<file path="src/rtl/fpu_div16.sv">
// fpu_div16: sequential fp16 divider with a start/done handshake and {Z, C, N, V} flags.
// The significand quotient comes from a radix-2 restoring divider that produces one
// bit per cycle (13 bits). One normalize/round cycle follows, and then the result is published.
// Optional feature macro FPU_DIV_EARLY_SPECIAL_EN sends special-case operands
// straight from the latch to the round state, which shortens their latency.
module fpu_div16 (
    input  logic        clock,
    input  logic        reset,
    input  logic        start,
    input  logic [15:0] fpuIn1,
    input  logic [15:0] fpuIn2,
    output logic [15:0] fpuOut,
    output logic        done,
    output logic [3:0]  condCodes
);

    typedef enum logic [1:0] {
        DIV_WAIT  = 2'd0,
        DIV_ITER  = 2'd1,
        DIV_ROUND = 2'd2,
        DIV_DONE  = 2'd3
    } div_state_t;

    div_state_t        state_q, state_d;
    logic [3:0]        cnt_q, cnt_d;
    logic              sign_q, sign_d;
    logic signed [6:0] exp_q, exp_d;
    logic [10:0]       dsr_q, dsr_d;
    logic [11:0]       rem_q, rem_d;
    logic [12:0]       quo_q, quo_d;
    logic              spec_q, spec_d;
    logic [15:0]       spec_out_q, spec_out_d;
    logic [3:0]        spec_cc_q, spec_cc_d;
    logic [15:0]       out_q, out_d;
    logic [3:0]        cc_q, cc_d;
    logic              done_q, done_d;

    logic [4:0]        e1, e2;
    logic              a_zero, a_inf, a_nan, b_zero, b_inf, b_nan;
    logic              lat_sign, lat_spec;
    logic [15:0]       lat_out;
    logic [3:0]        lat_cc;
    logic signed [6:0] lat_exp;
    logic              accept;

    assign e1       = fpuIn1[14:10];
    assign e2       = fpuIn2[14:10];
    assign a_zero   = (e1 == 5'd0);
    assign b_zero   = (e2 == 5'd0);
    assign a_inf    = (e1 == 5'h1F) && (fpuIn1[9:0] == 10'd0);
    assign b_inf    = (e2 == 5'h1F) && (fpuIn2[9:0] == 10'd0);
    assign a_nan    = (e1 == 5'h1F) && (fpuIn1[9:0] != 10'd0);
    assign b_nan    = (e2 == 5'h1F) && (fpuIn2[9:0] != 10'd0);
    assign lat_sign = fpuIn1[15] ^ fpuIn2[15];
    assign lat_exp  = $signed({2'b00, e1}) - $signed({2'b00, e2}) + 7'sd15;
    assign accept   = start && ((state_q == DIV_WAIT) || (state_q == DIV_DONE));

    // Resolve special operands at latch time (subnormals already count as zero).
    always_comb begin
        lat_spec = 1'b1;
        lat_out  = 16'h0000;
        lat_cc   = 4'b0000;
        if (a_nan || b_nan || (a_zero && b_zero) || (a_inf && b_inf)) begin
            lat_out = 16'h7E00;
        end else if (a_inf) begin
            lat_out = {lat_sign, 15'h7C00};
            lat_cc  = {2'b00, lat_sign, 1'b0};
        end else if (b_zero) begin
            lat_out = {lat_sign, 15'h7C00};
            lat_cc  = {1'b0, 1'b1, lat_sign, 1'b0};
        end else if (b_inf || a_zero) begin
            lat_out = {lat_sign, 15'h0000};
            lat_cc  = {1'b1, 1'b0, lat_sign, 1'b0};
        end else begin
            lat_spec = 1'b0;
        end
    end

    logic [11:0] rem_sub, rem_step;
    logic        q_bit;

    // One restoring step: subtract the divisor when it fits, then double the remainder.
    always_comb begin
        q_bit    = (rem_q >= {1'b0, dsr_q});
        rem_sub  = q_bit ? (rem_q - {1'b0, dsr_q}) : rem_q;
        rem_step = rem_sub << 1;
    end

    logic [9:0]        frac_raw;
    logic              guard, sticky, round_inc;
    logic [10:0]       frac_sum;
    logic signed [6:0] exp_n, exp_r;
    logic [15:0]       round_out;
    logic [3:0]        round_cc;

    // Normalize the quotient, round to nearest even and clamp to inf or zero.
    always_comb begin
        if (quo_q[12]) begin
            frac_raw = quo_q[11:2];
            guard    = quo_q[1];
            sticky   = quo_q[0] | (rem_q != 12'd0);
            exp_n    = exp_q;
        end else begin
            frac_raw = quo_q[10:1];
            guard    = quo_q[0];
            sticky   = (rem_q != 12'd0);
            exp_n    = exp_q - 7'sd1;
        end
        round_inc = guard & (sticky | frac_raw[0]);
        frac_sum  = {1'b0, frac_raw} + {10'd0, round_inc};
        exp_r     = frac_sum[10] ? (exp_n + 7'sd1) : exp_n;
        if (spec_q) begin
            round_out = spec_out_q;
            round_cc  = spec_cc_q;
        end else if (exp_r >= 7'sd31) begin
            round_out = {sign_q, 15'h7C00};
            round_cc  = {2'b00, sign_q, 1'b1};
        end else if (exp_r <= 7'sd0) begin
            round_out = {sign_q, 15'h0000};
            round_cc  = {1'b1, 1'b0, sign_q, 1'b0};
        end else begin
            round_out = {sign_q, exp_r[4:0], frac_sum[9:0]};
            round_cc  = {2'b00, sign_q, 1'b0};
        end
    end

    // Next-state and datapath control for the wait/iterate/round/done sequence.
    always_comb begin
        state_d    = state_q;
        cnt_d      = cnt_q;
        sign_d     = sign_q;
        exp_d      = exp_q;
        dsr_d      = dsr_q;
        rem_d      = rem_q;
        quo_d      = quo_q;
        spec_d     = spec_q;
        spec_out_d = spec_out_q;
        spec_cc_d  = spec_cc_q;
        out_d      = out_q;
        cc_d       = cc_q;
        done_d     = done_q;
        case (state_q)
            DIV_ITER: begin
                rem_d = rem_step;
                quo_d = {quo_q[11:0], q_bit};
                if (cnt_q == 4'd0) begin
                    state_d = DIV_ROUND;
                end else begin
                    cnt_d = cnt_q - 4'd1;
                end
            end
            DIV_ROUND: begin
                out_d   = round_out;
                cc_d    = round_cc;
                state_d = DIV_DONE;
            end
            DIV_DONE: begin
                done_d = 1'b1;
            end
            default: begin
            end
        endcase
        if (accept) begin
            sign_d     = lat_sign;
            exp_d      = lat_exp;
            dsr_d      = {1'b1, fpuIn2[9:0]};
            rem_d      = {2'b01, fpuIn1[9:0]};
            quo_d      = 13'd0;
            cnt_d      = 4'd12;
            spec_d     = lat_spec;
            spec_out_d = lat_out;
            spec_cc_d  = lat_cc;
            done_d     = 1'b0;
`ifdef FPU_DIV_EARLY_SPECIAL_EN
            state_d    = lat_spec ? DIV_ROUND : DIV_ITER;
`else
            state_d    = DIV_ITER;
`endif
        end
    end

    // State and result registers; reset clears everything, including a division in progress.
    always_ff @(posedge clock or negedge reset) begin
        if (!reset) begin
            state_q    <= DIV_WAIT;
            cnt_q      <= 4'd0;
            sign_q     <= 1'b0;
            exp_q      <= 7'sd0;
            dsr_q      <= 11'd0;
            rem_q      <= 12'd0;
            quo_q      <= 13'd0;
            spec_q     <= 1'b0;
            spec_out_q <= 16'h0000;
            spec_cc_q  <= 4'b0000;
            out_q      <= 16'h0000;
            cc_q       <= 4'b0000;
            done_q     <= 1'b0;
        end else begin
            state_q    <= state_d;
            cnt_q      <= cnt_d;
            sign_q     <= sign_d;
            exp_q      <= exp_d;
            dsr_q      <= dsr_d;
            rem_q      <= rem_d;
            quo_q      <= quo_d;
            spec_q     <= spec_d;
            spec_out_q <= spec_out_d;
            spec_cc_q  <= spec_cc_d;
            out_q      <= out_d;
            cc_q       <= cc_d;
            done_q     <= done_d;
        end
    end

    assign fpuOut    = out_q;
    assign condCodes = cc_q;
    assign done      = done_q;

endmodule

</file>
<file path="config.mk">
export PLATFORM = sky130hd
export DESIGN_NAME = fpu_div16
export DESIGN_NICKNAME = d
export VERILOG_FILES = /design/src/rtl/fpu_div16.sv
export SDC_FILE = /design/constraint.sdc
export NUM_CORES = 1
export LEC_CHECK = 0
export CAP_MARGIN = 10
export CORE_UTILIZATION = 41
export DETAILED_ROUTE_END_ITERATION = 10
export DONT_BUFFER_PORTS = 1
export SYNTH_ARGS = -nofsm -noshare
export SYNTH_HDL_FRONTEND = slang
export SYNTH_SLANG_ARGS = --single-unit
</file>
<file path="constraint.sdc">
create_clock -name clock -period 9.6 [get_ports clock]
set_input_delay 1.44 -clock clock [delete_from_list [all_inputs] [get_ports clock]]
set_output_delay 1.44 -clock clock [all_outputs]
set_load 0.1 [all_outputs]
</file>
==> results.json <==
{
  "grt_pass1_vias": 3934,
  "overflow": 0,
  "drc": 0,
  "dieHeight_um": 113,
  "drive_gt1_share_pct": 7.04,
  "synth.top_cell.area_share_pct": 37.4,
  "clk_pin_slew_ns": 0.06,
  "clockBufferDepth": 2,
  "hold_class": "reg2reg",
  "hold_viol_final": 0,
  "startpoint_type": "flop",
  "finalSetupViolations": 0,
  "synth_edf_count": 0,
  "ys_ff_latch": 76,
  "die_x_um": 113,
  "postSynthCellCount": 581,
  "synth_area_leader_cell": "dfrtp_1",
  "fp.dieArea_um2": 12800,
  "vias": 3954,
  "worst_clock_skew_ns": 0.00275,
  "cp-end-kind": "flop",
  "hpwlAfterDp_um": 8180,
  "cp_max_fo": 28,
  "drt_wl_total_um": 11100,
  "finalSetupTns_ns": 0,
  "io_pins": 56,
  "peakVddDrop_mv": 0.179,
  "antenna_cells": 0,
  "crit_required_ns": 9.84,
  "yosysMostFrequentCell": "dfrtp_1",
  "tritoncts": "built",
  "vias_per_cell": 5.37,
  "grt_usage_pct": 18.8,
  "drtAntennaViolNets": 0,
  "holdBufCountCts": 0,
  "final_nets": 625,
  "grt_pass1_wl_um": 19000,
  "yosys-top-cells-area": "dfrtp_1, ha_1, o21ai_0",
  "synthTopCellsByCount": "dfrtp_1, nand2_1, nor2_1, inv_1, o21ai_0",
  "async_reset_ff_share_pct": 100,
  "relSlewSlack_pct": 21.1,
  "fmax_ghz": 0.279,
  "cts_sinks": 76,
  "port_buffers": 0,
  "crit_arrival_ns": 3.83,
  "cap_violations": 0,
  "maxSlewViolCount": 0,
  "powerDensity_nw_per_um2": 379,
  "grt_max_degree": 77,
  "status": "finished, final reports clean",
  "ys_seq_area_share_pct": 37.4,
  "grt_antenna_before_repair": 0,
  "syn_nets": 643,
  "worst-setup-path-type": "reg2reg",
  "htreeDepth": 3,
  "finalPower_mw": 2.07,
  "synth.avg_cell_area_um2": 8.74,
  "synth_area_um2": 5080,
  "globalplace.congestion": 0.839,
  "syn2layout_area_growth_pct": 7.41,
  "postCtsResizedCells": 0,
  "num_rows": 40,
  "start_util_pct": 42.1,
  "nFillCells": 1198,
  "wl_per_cell_um": 15.1,
  "first_pass_iters": 4,
  "cts_setup_buffers": 0,
  "core_um2": 12100,
  "rsz0062_at_grt": "false",
  "finalCriticalPeriod_ns": 3.59,
  "leakage_nw": 2.35,
  "synth_cell_types": 60,
  "synth_ff_type": "dfrtp_1",
  "clk_latency_ns": 0.34,
  "numCtsBuffers": 9,
  "root_buffer": "clkbuf_16",
  "worst_slew_pin_slew_ns": 1.18,
  "drt_iter0_markers": 199,
  "yosysWarnings": 0,
  "post-route-period-util_pct": 37.3
}
-- flip-flops by register name (all words and copies together) (netlist names) --
register and flops:
fpuOut 15, quo_q 13, rem_q 12, dsr_q 11
exp_q 7, cnt_q 4, condCodes 4, spec_out_q 3
spec_cc_q 2, state_q 2, done 1, sign_q 1
spec_q 1
-- cell families (layout without fill, tap and decap cells) --
| kind of cell | after synthesis | in the layout | share of synthesized area [%] |
|---|---|---|---|
| AND/OR/NAND/NOR | 205 | 205 | 20.8 |
| AO/OA/AOI/OAI | 137 | 137 | 17.4 |
| flip-flops | 76 | 76 | 37.4 |
| buffers and inverters | 76 | 63 | 6.08 |
| XOR/XNOR | 32 | 32 | 5.52 |
| multiplexers | 28 | 28 | 5.86 |
| adder cells (fa/ha/maj) | 27 | 27 | 6.95 |
-- report_power, final --
part,internal [mW],switching [mW]
sequential,0.435,0.317
combinational,0.410,0.575
clock,0.199,0.132
total,1.04,1.02
-- cell usage in the layout (no fill, tap or decap), types with 4 or more instances in the layout --
master and n:
clkbuf_16 9, a21boi_0 4, a21o_1 8, or3_1 6
inv_1 46, nor2_1 47, xnor2_1 20, dfrtp_1 75
or4_1 7, ha_1 25, nand2_1 57, nor2b_1 5
and2_1 4, and3_1 8, o21a_1 4, a21oi_1 32
nand3_1 21, nor4_1 9, a211oi_1 5, nor3b_1 4
o22ai_1 10, nand4_1 6, mux2i_1 20, xor2_1 12
mux2_2 6, a31oi_1 5, o21ai_0 44, nor3_1 14
-- final cells by class --
| class | count | area [um^2] | share of cell area [%] |
|---|---|---|---|
| tap | 168 | 210 | 3.85 |
| timing repair buffer | 1 | 7.51 | 0.138 |
| inverter | 46 | 173 | 3.16 |
| sequential | 76 | 1900 | 34.9 |
| multi-input combinational | 429 | 2870 | 52.6 |
| clock buffer | 9 | 225 | 4.13 |
| clock inverter | 7 | 67.6 | 1.24 |
-- final timing paths --
path,cells past startpoint,start,slack (ns),endpoint
max in group asynchronous,0,reset,8.70,dsr_q[0]
worst min register to register,2,dsr_q[10],0.45,dsr_q[10]
worst min-delay path,2,dsr_q[10],0.45,dsr_q[10]
min in group asynchronous,0,reset,0.80,fpuOut[4]
worst max-delay path,10,quo_q[12],6.01,fpuOut[2]
worst max register to register,10,quo_q[12],6.01,fpuOut[2]
-- per-layer routing --
metal	GRT usage (%)	wire, um	vias to the layer above
met1	25.0	5260	1851
met4	7.89	118	0
met2	29.1	5070	87
met5	0	0	-
met3	4.71	689	8
li1	-	-	2008
-- critical path: stages (launching register included) --
cell and delay, ns:
dfrtp_1 0.94, nand2_1 0.15, a21boi_0 0.21, ha_1 0.25
and3_1 0.22, nand4b_4 0.17, or4_1 0.52, and3b_1 0.22
o221ai_2 0.25, nand4_4 0.21, o32ai_2 0.33
-- stage by stage --
step                area [um^2]  util, %  instances  hold slack, ns  setup slack [ns]
floorplan                  5080        -        581           0.418              6.32
global placement           5160     42.8        720           0.437              6.12
detailed placement         5160     42.8        720           0.445              5.99
CTS                        5460     45.2        736           0.460              5.99
global route               5460     45.2        736           0.498              5.65
finish                     5460     45.2        736           0.450              6.01
Note: power is estimated with default switching activity, not from simulation.
